<file path="src/rtl/keypad_pkg.sv">
// Shared definitions for the 4x4 matrix keypad scanner.
// Contents: matrix dimensions, no-key code, column reset pattern,
// scan FSM state encoding and the scan-code helper.
package keypad_pkg;

    localparam int unsigned NUM_COLS = 4;
    localparam int unsigned NUM_ROWS = 4;

    // Scan code meaning "no key"; also the reserved (row 3, col 3) position.
    localparam logic [3:0] NO_KEY    = 4'hF;

    // Active-low one-hot column drive with column 0 selected.
    localparam logic [3:0] COL_RESET = 4'hE;

    typedef enum logic [1:0] {
        ST_SETTLE  = 2'd0,
        ST_SAMPLE  = 2'd1,
        ST_PUBLISH = 2'd2
    } scan_state_e;

    // Scan code of the key at matrix position (row, col).
    function automatic logic [3:0] key_code_of(input logic [1:0] r, input logic [1:0] c);
        return {r, c};
    endfunction

endpackage

</file>
<file path="src/rtl/keypad_row_sync.sv">
// Two-flop synchronizer for a 4-bit group of asynchronous keypad pins.
// Resets to all-ones, i.e. the idle level of pulled-up active-low pins.
// Ports:
//   clk   - system clock
//   rst   - asynchronous active-low reset
//   d     - asynchronous pin values
//   q     - synchronized values, two cycles of latency
module keypad_row_sync (
    input  logic       clk,
    input  logic       rst,
    input  logic [3:0] d,
    output logic [3:0] q
);

    logic [3:0] meta_q;
    logic [3:0] meta_d;
    logic [3:0] sync_q;
    logic [3:0] sync_d;

    always_comb begin
        meta_d = d;
        sync_d = meta_q;
    end

    always_ff @(posedge clk or negedge rst) begin
        if (!rst) begin
            meta_q <= 4'hF;
            sync_q <= 4'hF;
        end else begin
            meta_q <= meta_d;
            sync_q <= sync_d;
        end
    end

    assign q = sync_q;

endmodule

</file>
<file path="src/rtl/keypad_scanner.sv">
// 4x4 matrix keypad scanner: drives one column at a time, samples the
// synchronized rows after a settle delay, accumulates hits over a frame of
// four columns and publishes one scan code per frame.
// Ports:
//   clk       - system clock
//   rst       - asynchronous active-low reset
//   row       - keypad rows, active-low, asynchronous to clk
//   col       - keypad column drive, active-low one-hot
//   keyCode   - published scan code, 4'hF = no key, held between frames
//   frameDone - one-cycle pulse when keyCode is (re)written
// Build option: KEYPAD_GHOST_REJECT_EN publishes 4'hF when more than one key
// is seen in a frame; otherwise the first key in scan order is published.
module keypad_scanner
    import keypad_pkg::*;
#(
    parameter int unsigned SETTLE_CYCLES = 16,
    parameter int unsigned CNT_W         = 8
) (
    input  logic       clk,
    input  logic       rst,
    input  logic [3:0] row,
    output logic [3:0] col,
    output logic [3:0] keyCode,
    output logic       frameDone
);

    scan_state_e      state_q, state_d;
    logic [1:0]       col_idx_q, col_idx_d;
    logic [CNT_W-1:0] cnt_q, cnt_d;
    logic [1:0]       hit_cnt_q, hit_cnt_d;
    logic [3:0]       found_q, found_d;
    logic [3:0]       col_q, col_d;
    logic [3:0]       key_code_q, key_code_d;
    logic             frame_done_q, frame_done_d;

    logic [3:0]       row_s;
    logic [3:0]       code_v;

    keypad_row_sync u_row_sync (
        .clk (clk),
        .rst (rst),
        .d   (row),
        .q   (row_s)
    );

    // Scan sequencing, hit accumulation and per-frame publish.
    always_comb begin
        state_d      = state_q;
        col_idx_d    = col_idx_q;
        cnt_d        = cnt_q;
        hit_cnt_d    = hit_cnt_q;
        found_d      = found_q;
        col_d        = col_q;
        key_code_d   = key_code_q;
        frame_done_d = 1'b0;
        code_v       = NO_KEY;

        case (state_q)
            ST_SETTLE: begin
                cnt_d = cnt_q + CNT_W'(1);
                if (cnt_q == CNT_W'(SETTLE_CYCLES - 1)) begin
                    state_d = ST_SAMPLE;
                end
            end

            ST_SAMPLE: begin
                // Rows are scanned 0..3 so the first recorded hit is the
                // lowest scan position within this column.
                for (int unsigned r = 0; r < NUM_ROWS; r++) begin
                    if (!row_s[r]) begin
                        code_v = key_code_of(2'(r), col_idx_q);
                        if (code_v != NO_KEY) begin
                            if (hit_cnt_d == 2'd0) begin
                                found_d = code_v;
                            end
                            if (hit_cnt_d != 2'd2) begin
                                hit_cnt_d = hit_cnt_d + 2'd1;
                            end
                        end
                    end
                end

                if (col_idx_q != 2'd3) begin
                    col_idx_d = col_idx_q + 2'd1;
                    col_d     = {col_q[2:0], col_q[3]};
                    cnt_d     = '0;
                    state_d   = ST_SETTLE;
                end else begin
                    state_d   = ST_PUBLISH;
                end
            end

            ST_PUBLISH: begin
`ifdef KEYPAD_GHOST_REJECT_EN
                key_code_d = (hit_cnt_q == 2'd1) ? found_q : NO_KEY;
`else
                key_code_d = (hit_cnt_q != 2'd0) ? found_q : NO_KEY;
`endif
                frame_done_d = 1'b1;
                hit_cnt_d    = 2'd0;
                found_d      = NO_KEY;
                col_idx_d    = 2'd0;
                col_d        = COL_RESET;
                cnt_d        = '0;
                state_d      = ST_SETTLE;
            end

            default: begin
                state_d = ST_SETTLE;
            end
        endcase
    end

    always_ff @(posedge clk or negedge rst) begin
        if (!rst) begin
            state_q      <= ST_SETTLE;
            col_idx_q    <= 2'd0;
            cnt_q        <= '0;
            hit_cnt_q    <= 2'd0;
            found_q      <= NO_KEY;
            col_q        <= COL_RESET;
            key_code_q   <= NO_KEY;
            frame_done_q <= 1'b0;
        end else begin
            state_q      <= state_d;
            col_idx_q    <= col_idx_d;
            cnt_q        <= cnt_d;
            hit_cnt_q    <= hit_cnt_d;
            found_q      <= found_d;
            col_q        <= col_d;
            key_code_q   <= key_code_d;
            frame_done_q <= frame_done_d;
        end
    end

    assign col       = col_q;
    assign keyCode   = key_code_q;
    assign frameDone = frame_done_q;

endmodule

</file>
<file path="config.mk">
export PLATFORM = sky130hd
export DESIGN_NAME = keypad_scanner
export DESIGN_NICKNAME = d
export VERILOG_FILES = /design/src/rtl/keypad_pkg.sv /design/src/rtl/keypad_row_sync.sv /design/src/rtl/keypad_scanner.sv
export SDC_FILE = /design/constraint.sdc
export NUM_CORES = 1
export LEC_CHECK = 0
export ABC_AREA = 1
export BUFFER_PORTS_ARGS = -buffer_cell sky130_fd_sc_hd__buf_2
export CAP_MARGIN = 20
export CELL_PAD_IN_SITES_DETAIL_PLACEMENT = 1
export CELL_PAD_IN_SITES_GLOBAL_PLACEMENT = 2
export CORE_MARGIN = 2
export CORE_UTILIZATION = 36
export CTS_CLUSTER_SIZE = 25
export DETAILED_ROUTE_END_ITERATION = 8
export PLACE_DENSITY_LB_ADDON = 0.1
export REMOVE_ABC_BUFFERS = 1
export SLEW_MARGIN = 20
export SYNTH_ARGS = -nofsm -noshare
export SYNTH_HDL_FRONTEND = slang
export SYNTH_HIERARCHICAL = 1
export SYNTH_SLANG_ARGS = --single-unit
</file>
<file path="constraint.sdc">
create_clock -name clk -period 2.5 [get_ports clk]
set_input_delay 0.125 -clock clk [delete_from_list [all_inputs] [get_ports clk]]
set_output_delay 0.125 -clock clk [all_outputs]
set_load 0.03 [all_outputs]
</file>
# Word level (Yosys, flattened, before mapping)
# Index checks and enable logic that the tools add are counted.
# word_totals
reg_bits	35
elab_cells	70
# op_classes
addsub	6
n_eq_ne	10
mux	34
reduce_logical	10
# ops
operator	n
4-bit two-way mux	11
2-bit two-way mux	15
8-bit case mux with 3 select lines	1
4-bit case mux with 2 select lines	2
2-bit inequality test, second input constant	7
2-bit case mux with 2 select lines	3
2-bit by 1-bit adder with 2-bit output, second input constant	5
2-bit zero test	5
8-bit by 1-bit adder with 8-bit output, second input constant	1
8-bit by 4-bit equality test with 1-bit output, second input constant	1
8-bit two-way mux	1
2-bit AND reduction	2
2-bit nonzero test	2
3-bit nonzero test	1
2-bit by 1-bit equality test with 1-bit output, second input constant	1
2-bit equality test, second input constant	1
1-bit two-way mux	1

# Depth between registers and ports, before layout
# Gate-level depths: netlist of run 1.
# depth
ltp_word	17
depth_mapped	15

# Modules after synthesis
# The synthesis of run 1 kept the hierarchy.
# by_module_without_submodules
mod	n_inst	cells_per_inst	area_per_inst_um2	seq_area_each_um2
keypad_scanner	1	202	1604.0	689.4
keypad_row_sync	1	8	210.2	210.2

# Worst setup path before layout of run 1
# OpenSTA, ideal clock, no wires.
# synth_timing
path_type	reg2reg
start	reg hit_cnt_q[1]
end	reg hit_cnt_q[1]
setup_ns	0.119
arrival_ns	1.652
t_required_ns	2.381
setup_slack_ns	0.728
stages_incl_launch_ff	16
path_buffers	0
synth_period_minus_slack_ns	1.772
path_cell_list	dfrtp_1 > inv_1 > ha_1 > inv_1 > nand2_2 > nand2_2 > nand2_1 > nand3_2 > nand2_2 > inv_2 > nand3_2 > nand2_1 > nand2_2 > or2_1 > nand3_2 > o21ai_2
# synth_via
elab_chain_cells	17
elab_cells_between_ends	21
cone_classes	add/sub: 4; eq/ne: 4; mux: 13
# synth_lines
element	line_no	text
start, declared	keypad_scanner.sv:30	logic [1:0] hit_cnt_q, hit_cnt_d;
start signal, assigned	keypad_scanner.sv:128	hit_cnt_q <= hit_cnt_d;
2-bit by 1-bit adder with 2-bit output or 2-bit inequality test (tied branches)	keypad_scanner.sv:77, keypad_scanner.sv:76	
2-bit two-way mux	keypad_scanner.sv:76	if (hit_cnt_d != 2'd2) begin
2-bit two-way mux *	keypad_scanner.sv:70	if (!row_s[r]) begin
2-bit two-way mux *	keypad_scanner.sv:58	case (state_q)
2-bit by 1-bit adder with 2-bit output or 2-bit inequality test (tied branches)	keypad_scanner.sv:77, keypad_scanner.sv:76	
2-bit two-way mux	keypad_scanner.sv:76	
2-bit two-way mux *	keypad_scanner.sv:70	
2-bit two-way mux *	keypad_scanner.sv:58	
2-bit by 1-bit adder with 2-bit output or 2-bit inequality test (tied branches)	keypad_scanner.sv:77, keypad_scanner.sv:76	
2-bit two-way mux	keypad_scanner.sv:76	
2-bit two-way mux *	keypad_scanner.sv:70	
2-bit two-way mux *	keypad_scanner.sv:58	
2-bit by 1-bit adder with 2-bit output or 2-bit inequality test (tied branches)	keypad_scanner.sv:77, keypad_scanner.sv:76	
2-bit two-way mux	keypad_scanner.sv:76	
2-bit two-way mux	keypad_scanner.sv:72	if (code_v != NO_KEY) begin
2-bit two-way mux *	keypad_scanner.sv:70	
2-bit case mux with 2 select lines *	keypad_scanner.sv:58	
# Mark *: on every way between the ends. The rest lies on a longest branch, timed or not. The select of a mux whose other input is x is not followed.
# A chain may end at the register's enable or synchronous reset.

# Worst setup path in the final report of run 1
# layout_timing
start	reg state_q[1]
end	reg cnt_q[7]
# layout_via
elab_chain_cells	3
elab_cells_between_ends	7
cone_classes	eq/ne: 3; mux: 1; reduce/logical: 3
# layout_lines
element	line_no	text
start, declared	keypad_scanner.sv:27	scan_state_e state_q, state_d;
start signal, assigned	keypad_scanner.sv:125	state_q <= state_d;
2-bit by 1-bit equality test with 1-bit output (tied with other cells)	n/a	
2-bit inequality test (no source line) or 3-bit nonzero test (tied branches)	n/a	
2-bit AND reduction (no source line)	n/a	
end signal, assigned	keypad_scanner.sv:127	cnt_q <= cnt_d;
end, declared	keypad_scanner.sv:29	logic [CNT_W-1:0] cnt_q, cnt_d;
# Several ways; a longest one is shown, not always the timed one.

==> summary.md, run 1 <==
| Metric | Value |
|---|---|
| Outcome | finished clean |
| IO buf count | 14 |
| Dpl hpwl | 3.186 mm |
| Tmin final | 2.079 ns |
| Most used flip-flop cell after synthesis | sky130_fd_sc_hd__dfstp_2 |
| Placement row count | 25 |
| Largest incremental delay on the critical path | 0.39 ns |
| Post-synthesis area per instance | 8.639 um^2 |
| First-pass GRT wire length | 7.120 mm |
| Mapped Area | 1814 um^2 |
| Synth Instances | 210 |
| Post-route fraction of the period consumed by the critical path | 0.8318 |
| Initial antenna violation count | 0 |
| Placed Cells incl. Taps | 291 |
| GRT overflow | 0 |
| Setup slack after placement | 0.4158 ns |
| Highest achievable clock rate | 0.4809 GHz |
| Horizontal die dimension | 74.99 um |
| RD Place Congestion | 0.7469 |
| Power, Total | 1344 uW |
| Ys Warns | 6 |
| Inserted Clock Buffers | 5 |
| Clock root buffer | sky130_fd_sc_hd__clkbuf_8 |
| Commonest non-fill, non-tap cells in the layout | sky130_fd_sc_hd__nand2_1, sky130_fd_sc_hd__inv_1, sky130_fd_sc_hd__nor2_1, sky130_fd_sc_hd__dfstp_2, sky130_fd_sc_hd__dfrtp_1 |
| Category of the most critical setup path | reg2reg |
| DR WL/cell | 13.45 um |
| DR pass1 iterations | 4 |
| Worst Setup Start Kind | flip-flop |
| Effective utilization at floorplan | 0.3791 |
| Share of cells above drive strength 1 | 0.2489 |
| Core area | 4786 um^2 |
| Class of the tightest hold or removal check | reg2reg |
| Headroom to the max-slew limit | 0.4791 |
| Largest fanout on the critical path | 5 |
| RSZ-0062 raised after global routing | no |
| Number of resized instances in the post-cts repair step | 0 |
| Worst skew pair latency | 0.28 ns |
| Max-cap violation count | 0 |
| CP Data Required Time | 2.70 ns |
| Maximum number of buffers from clock root to sink | 2 |
| Number of register bits inferred by synthesis | 35 |
| Sink count of the clock tree | 35 |
| Async SR Flop Fraction | 1.000 |
| Die height | 74.99 um |
| Hold slack final | 0.3576 ns |
| Setup_tns | 0 ns |
| Count of distinct cell types in the synthesized netlist | 28 |
| Io pins | 15 |
| Peak VDD IR | 0.3341 mV |
| Post-Layout Cell Count | 304 |
| Net count, final | 250 |
| Routed vias | 1440 |
| Maximum number of pins on one net before global-route repair | 36 |
| TritonCTS clock tree | yes |
| Setup slack after layout | 0.4206 ns |
| Wire length after detailed routing | 4.089 mm |
| Clk_skew | 0.006632 ns |
| Leakage | 0.001089 uW |
| Final setup viols | 0 |
| Sequential fraction of the synthesis area | 0.4959 |
| Number of global-route vias before repair | 1582 |
| Number of flops mapped to enable cells by yosys | 0 |
| Most common cell on crit path | sky130_fd_sc_hd__inv_1 |
| Crit. End Element | flip-flop |
| Area growth, synth to finish | 15.72% |
| Slew at the pin closest to its max-slew limit | 0.7814 ns |
| DRC violation count after routing | 0 |
| Buf+Inv Stages, Crit Path | 4 |
| Commonest non-fill, non-tap cell in the layout | sky130_fd_sc_hd__nand2_1 |
| Number of hold-slack violations in the final timing report | 0 |
| Antenna-violating nets left | 0 |
| Final-report max-slew violation count | 0 |
| Post-CTS setup buffer count | 0 |
| Data arrival time of the critical path | 2.28 ns |
| Clock-pin slew on the worst setup and hold paths | 0.07 ns |
| Critical Path Slowest Stage Cell | sky130_fd_sc_hd__dfrtp_1 |
| Antenna diode count | 0 |
| Number of DRC markers in iteration 0 | 42 |
| Full die area | 5624 um^2 |
| Crit path max-delay family | simple AND/OR/NAND/NOR gates |
| Total Routing Usage GR | 0.1706 |
| Vias per inst | 4.737 |
| Critical-path cell list | inv_1, ha_1, nand2_1, inv_1, nor2_1, inv_1, nor3_1, nand4_1, inv_1, a21oi_1, nor3_1 |
| CTS hold repair buffers | 5 |
| CTS HTree Levels | 2 |
| Total power divided by cell area | 640.1 nW/um^2 |
[per-layer routing]
| layer | GRT usage | wire (um) | vias to the layer above |
|---|---|---|---|
| li1 | - | - | 725 |
| met1 | 0.2080 | 1807 | 698 |
| met2 | 0.2895 | 2147 | 13 |
| met3 | 0.04284 | 96 | 4 |
| met4 | 0.06746 | 38 | 0 |
| met5 | 0 | 0 | - |
[registers in the layout, indices dropped and copies added, names as in the netlist]
register and count:
hit_cnt_q 2, found_q 4, keyCode 4, frameDone 1, col 4, col_idx_q 2, cnt_q 8, u_row_sync/q 4
state_q 2, u_row_sync/meta_q 4
[layout make-up]
class | count | area (um^2)
Multi-Input combinational cell | 138 | 775.7
Tap cell | 67 | 83.83
Clock inverter | 1 | 5.005
Fill cell | 581 | 2686
Sequential cell | 35 | 899.6
Clock buffer | 7 | 76.32
Inverter | 37 | 138.9
Timing Repair Buffer | 19 | 120.1
[worst paths after layout]
path / cells after the start / from / slack [ns] / endpoint
worst max-delay path: 11 / state_q[1]$_DFFE_PN0P_ / 0.42 / cnt_q[7]$_DFFE_PN0P_
worst min-delay path: 0 / u_row_sync/meta_q[3]$_DFF_PN1_ / 0.36 / u_row_sync/q[3]$_DFF_PN1_
worst max register to register: 11 / state_q[1]$_DFFE_PN0P_ / 0.42 / cnt_q[7]$_DFFE_PN0P_
worst min register to register: 0 / u_row_sync/meta_q[3]$_DFF_PN1_ / 0.36 / u_row_sync/q[3]$_DFF_PN1_
max in group asynchronous: 2 / rst / 1.54 / col_idx_q[0]$_DFFE_PN0P_
min in group asynchronous: 2 / rst / 0.46 / cnt_q[4]$_DFFE_PN0P_
[kinds of logic (layout without fill, tap and decap cells)]
kind of cell	after synthesis	after routing	share of synthesized area
xor+xnor	1	1	0.004828
flops	35	35	0.4959
buf+inv	37	64	0.07656
simple gates	94	94	0.2455
fa+ha+maj	8	8	0.05517
compound gates	35	35	0.1221
[cells in the mapped netlist (4+ instances only)]
| master | number | share of area |
|---|---|---|
| sky130_fd_sc_hd__o22ai_1 | 4 | 0.014 |
| sky130_fd_sc_hd__o21ai_0 | 10 | 0.028 |
| sky130_fd_sc_hd__nand2_1 | 38 | 0.079 |
| sky130_fd_sc_hd__ha_1 | 8 | 0.055 |
| sky130_fd_sc_hd__nand3_1 | 8 | 0.022 |
| sky130_fd_sc_hd__inv_1 | 35 | 0.072 |
| sky130_fd_sc_hd__nor2_1 | 23 | 0.048 |
| sky130_fd_sc_hd__dfrtp_1 | 16 | 0.22 |
| sky130_fd_sc_hd__a21oi_1 | 10 | 0.028 |
| sky130_fd_sc_hd__nand3_2 | 4 | 0.022 |
| sky130_fd_sc_hd__dfstp_2 | 19 | 0.28 |
| sky130_fd_sc_hd__nand2_2 | 9 | 0.031 |
[through the flow]
| step | instance area [um^2] | utilization |
|---|---|---|
| after floorplan | 1814 | - |
| after global placement | 1968 | 0.4112 |
| after detailed placement | 1968 | 0.4112 |
| after CTS | 2100 | 0.4387 |
| after global routing | 2100 | 0.4387 |
| final | 2100 | 0.4387 |
[power by group]
group / leakage [uW] / switching (uW) / internal [uW]
clock: 0.0000422 / 195 / 195
sequential: 0.000395 / 15.2 / 610
combinational: 0.000652 / 218 / 111
total: 0.00109 / 428 / 916
Power figures use the tool's default switching activity.
==> run 2: changes to the inputs <==
==> constraint.sdc (replaced) <==
create_clock -name clk -period 2 [get_ports clk]
set_input_delay 0.1 -clock clk [delete_from_list [all_inputs] [get_ports clk]]
set_output_delay 0.1 -clock clk [all_outputs]
set_load 0.03 [all_outputs]
==> run 2 against run 1 <==
  * First-iteration DRC count grew 43%
  * Global-route usage shrank 0.87 points
  * Power grew 45%
  * Critical path depth grew 4
  * Non-clock buffer count grew 12
==> summary.md, run 2 (same netlist as run 1, synthesis figures left out) <==
| Metric | Value |
|---|---|
| Placed Cells incl. Taps | 298 (+2.4%) |
| Number of global-route vias before repair | 1539 (-2.7%) |
| Net count, final | 262 (+4.8%) |
| Launch point of the critical path | hit_cnt_q[1]$_DFFE_PN0N_ |
| Post-Layout Cell Count | 316 (+3.9%) |
| Fraction of met3 tracks used by global routing | 0.04016 (-0.002677) |
| CTS HTree Levels | 2 (unchanged) |
| CP Data Required Time | 2.17 ns (-0.53 ns) |
| Number of flip-flops in the largest register | 8 (unchanged) |
| Sequential cell area | 899.6 um^2 (unchanged) |
| Share of cells above drive strength 1 | 0.3815 (+0.1326) |
| Tmin final | 1.973 ns (-0.1064 ns) |
| Data arrival time of the critical path | 2.14 ns (-0.14 ns) |
| Category of the most critical setup path | reg2reg |
| Worst Setup Start Kind | flip-flop |
| TritonCTS clock tree | yes |
| RD Place Congestion | 0.8169 (+9.4%) |
| Top reg by flops | cnt_q |
| Commonest non-fill, non-tap cell in the layout | sky130_fd_sc_hd__nand2_1 |
| Wire length after detailed routing | 4.430 mm (+8.3%) |
| Post-route fraction of the period consumed by the critical path | 0.9865 (+0.1547) |
| Area growth, synth to finish | 30.14% |
| Highest achievable clock rate | 0.5068 GHz (+5.4%) |
| Sink count of the clock tree | 35 (unchanged) |
| Max-cap violation count | 0 (unchanged) |
| Combined area of the multi-input logic cells | 925.9 um^2 (+19%) |
| Maximum number of pins on one net before global-route repair | 36 (unchanged) |
| Class of the tightest hold or removal check | reg2reg |
| Hold slack final | 0.3575 ns (-0.00007900 ns) |
| Total power divided by cell area | 823.6 nW/um^2 (+29%) |
| Dpl hpwl | 3.160 mm (-0.81%) |
| Antenna diode count | 0 (unchanged) |
| Endpoint of the most critical register-to-register path | hit_cnt_q[1]$_DFFE_PN0N_ |
| First-pass GRT wire length | 6.755 mm (-5.1%) |
| Setup slack after layout | 0.02702 ns (-0.3936 ns) |
| Number of DRC markers in iteration 0 | 60 (+43%) |
| Placement row count | 25 (unchanged) |
| DR pass1 iterations | 4 (unchanged) |
| Power share of the sequential group | 0.404 (-0.061) |
| Critical register-to-register path startpoint | hit_cnt_q[1]$_DFFE_PN0N_ |
| Fraction of power consumed by the clock network | 0.283 (-0.007) |
| Power, Total | 1944 uW (+45%) |
| Setup slack after placement | -0.04556 ns (-0.4614 ns) |
| Crit. End Element | flip-flop |
| Full die area | 5624 um^2 (unchanged) |
| Peak VDD IR | 0.4600 mV (+38%) |
| Filler cell count in the final layout | 582 (+0.17%) |
| Launch point of the worst hold path | u_row_sync/meta_q[1]$_DFF_PN1_ |
| DR WL/cell | 14.02 um (+4.2%) |
| IO buf count | 14 (unchanged) |
| Comb pwr share | 0.313 (+0.068) |
| Clock-pin slew on the worst setup and hold paths | 0.06 ns (about the same) |
| Most congested layer reported by global routing | met2 |
| Total Routing Usage GR | 0.1619 (-0.008709) |
| DRC violation count after routing | 0 (unchanged) |
| Maximum number of buffers from clock root to sink | 2 (unchanged) |
| Outcome | finished clean |
| Net switching power | 636.5 uW (+49%) |
| Inserted Clock Buffers | 5 (unchanged) |
| Core area | 4786 um^2 (unchanged) |
| Vias per inst | 4.718 (-0.39%) |
| GRT overflow | 0 (unchanged) |
| Leakage | 0.001190 uW (+9.3%) |
| Initial antenna violation count | 0 (unchanged) |
| Net Sw Frac | 0.3273 (+0.008818) |
| Effective utilization at floorplan | 0.3791 (unchanged) |
| Final setup viols | 0 (unchanged) |
| Headroom to the max-slew limit | 0.4887 (+0.009637) |
| Worst skew pair latency | 0.28 ns (about the same) |
| FF-to-FF setup slack | 0.03 ns (-0.39 ns) |
| Die height | 74.99 um (unchanged) |
| Io pins | 15 (unchanged) |
| Cells on worst reg2reg path | 15 (+4) |
| Met1 demand-to-capacity share in global routing | 0.1954 (-0.01259) |
| Internal power contribution | 1308 uW (+43%) |
| Hold Path Stages | 0 (unchanged) |
| Antenna-violating nets left | 0 (unchanged) |
| Slew at the pin closest to its max-slew limit | 0.7669 ns (-0.01445 ns) |
| RSZ-0062 raised after global routing | yes |
| Core occupancy in the finished layout | 0.4933 (+0.05464) |
| Clock root buffer | sky130_fd_sc_hd__clkbuf_8 |
| Clk_skew | 0.002927 ns (-0.003705 ns) |
| Routed vias | 1491 (+3.5%) |
| Number of hold-slack violations in the final timing report | 0 (unchanged) |
| Horizontal die dimension | 74.99 um (unchanged) |
| Commonest non-fill, non-tap cells in the layout | sky130_fd_sc_hd__nand2_1, sky130_fd_sc_hd__inv_1, sky130_fd_sc_hd__dfstp_2, sky130_fd_sc_hd__nor2_1, sky130_fd_sc_hd__dfrtp_1 |
| Largest fanout on the critical path | 4 (-1) |
| Final-report max-slew violation count | 0 (unchanged) |
| Grt met2 use | 0.2817 (-0.007797) |
| Endpoint of the worst hold-timing path | u_row_sync/q[1]$_DFF_PN1_ |
run 2: changes by cell type in the layout (fill, tap and decap cells not counted), moves of 4 or more:
cell	change
sky130_fd_sc_hd__buf_4	+12
sky130_fd_sc_hd__inv_1	-4
sky130_fd_sc_hd__nand2_1	-5
sky130_fd_sc_hd__nand2_4	+6
sky130_fd_sc_hd__nor2_1	-5
sky130_fd_sc_hd__nor2_2	+5
run 2: worst max-delay path by stage:
| stage | endpoint | slack, ns | depth (start not counted) |
|---|---|---|---|
| final | hit_cnt_q[1]$_DFFE_PN0N_ | 0.03 | 15 |
| after global routing | found_q[0]$_DFFE_PN1N_ | -0.1 | 14 |
| after CTS | found_q[1]$_DFFE_PN1N_ | 0.004 | 14 |
| after detailed placement | found_q[1]$_DFFE_PN1N_ | -0.05 | 14 |
| after global placement | found_q[2]$_DFFE_PN1N_ | 0.08 | 14 |
| after floorplan | hit_cnt_q[1]$_DFFE_PN0N_ | 0.23 | 15 |
run 2: worst max-delay path, cell delays in order (launching register included):
cell	delay (ns)
sky130_fd_sc_hd__dfrtp_1	0.40
sky130_fd_sc_hd__inv_2	0.14
sky130_fd_sc_hd__ha_4	0.23
sky130_fd_sc_hd__inv_2	0.05
sky130_fd_sc_hd__nand2_2	0.06
sky130_fd_sc_hd__nand2_4	0.11
sky130_fd_sc_hd__nand2_4	0.06
sky130_fd_sc_hd__nand3_4	0.07
sky130_fd_sc_hd__nand2_4	0.07
sky130_fd_sc_hd__inv_4	0.08
sky130_fd_sc_hd__nand3_4	0.07
sky130_fd_sc_hd__nand2_2	0.09
sky130_fd_sc_hd__nand2_2	0.06
sky130_fd_sc_hd__or2_1	0.24
sky130_fd_sc_hd__nand3_2	0.06
sky130_fd_sc_hd__o21ai_2	0.05
run 2: layer usage:
| metal | up-vias | routed length, um | share of wire |
|---|---|---|---|
| li1 | 748 | - | - |
| met1 | 725 | 1840 | 0.42 |
| met2 | 12 | 2446 | 0.55 |
| met3 | 6 | 90 | 0.020 |
| met4 | 0 | 53 | 0.012 |
| met5 | - | 0 | 0 |
run 2: layout make-up:
cell class	count	area share
multi-input cells	138	0.3922
flip-flops and latches	35	0.3810
repair buffers	31	0.08903
inverters	37	0.05988
clock buffers	8	0.04240
well taps	67	0.03551
run 2: timing repair:
item / in CTS / in global routing
endpoints found under the setup margin: 4 / 8
pin swaps: 0 / 16
hold endpoints to repair: 20 / 0
hold buffers: 5 / 0
buffers inserted: 0 / 5
gates resized for setup: 2 / 34
run 2: power groups by stage:
| stage | registers, uW | logic, uW | clock network [uW] |
|---|---|---|---|
| 6_report | 786 | 609 | 549 |
| 5_1_grt | 791 | 669 | 603 |
| 4_1_cts | 785 | 420 | 576 |
| 3_5_place_dp | 797 | 407 | 0 |
| 3_3_place_gp | 793 | 391 | 0 |
| 2_1_floorplan | 788 | 308 | 0 |
run 2: stage by stage:
stage / instance area [um^2] / TNS [ns]
final: 2361 / 0
after global routing: 2361 / -0.3155
after detailed placement: 2021 / -0.06820
after CTS: 2176 / 0
after global placement: 2021 / 0
after floorplan: 1814 / 0
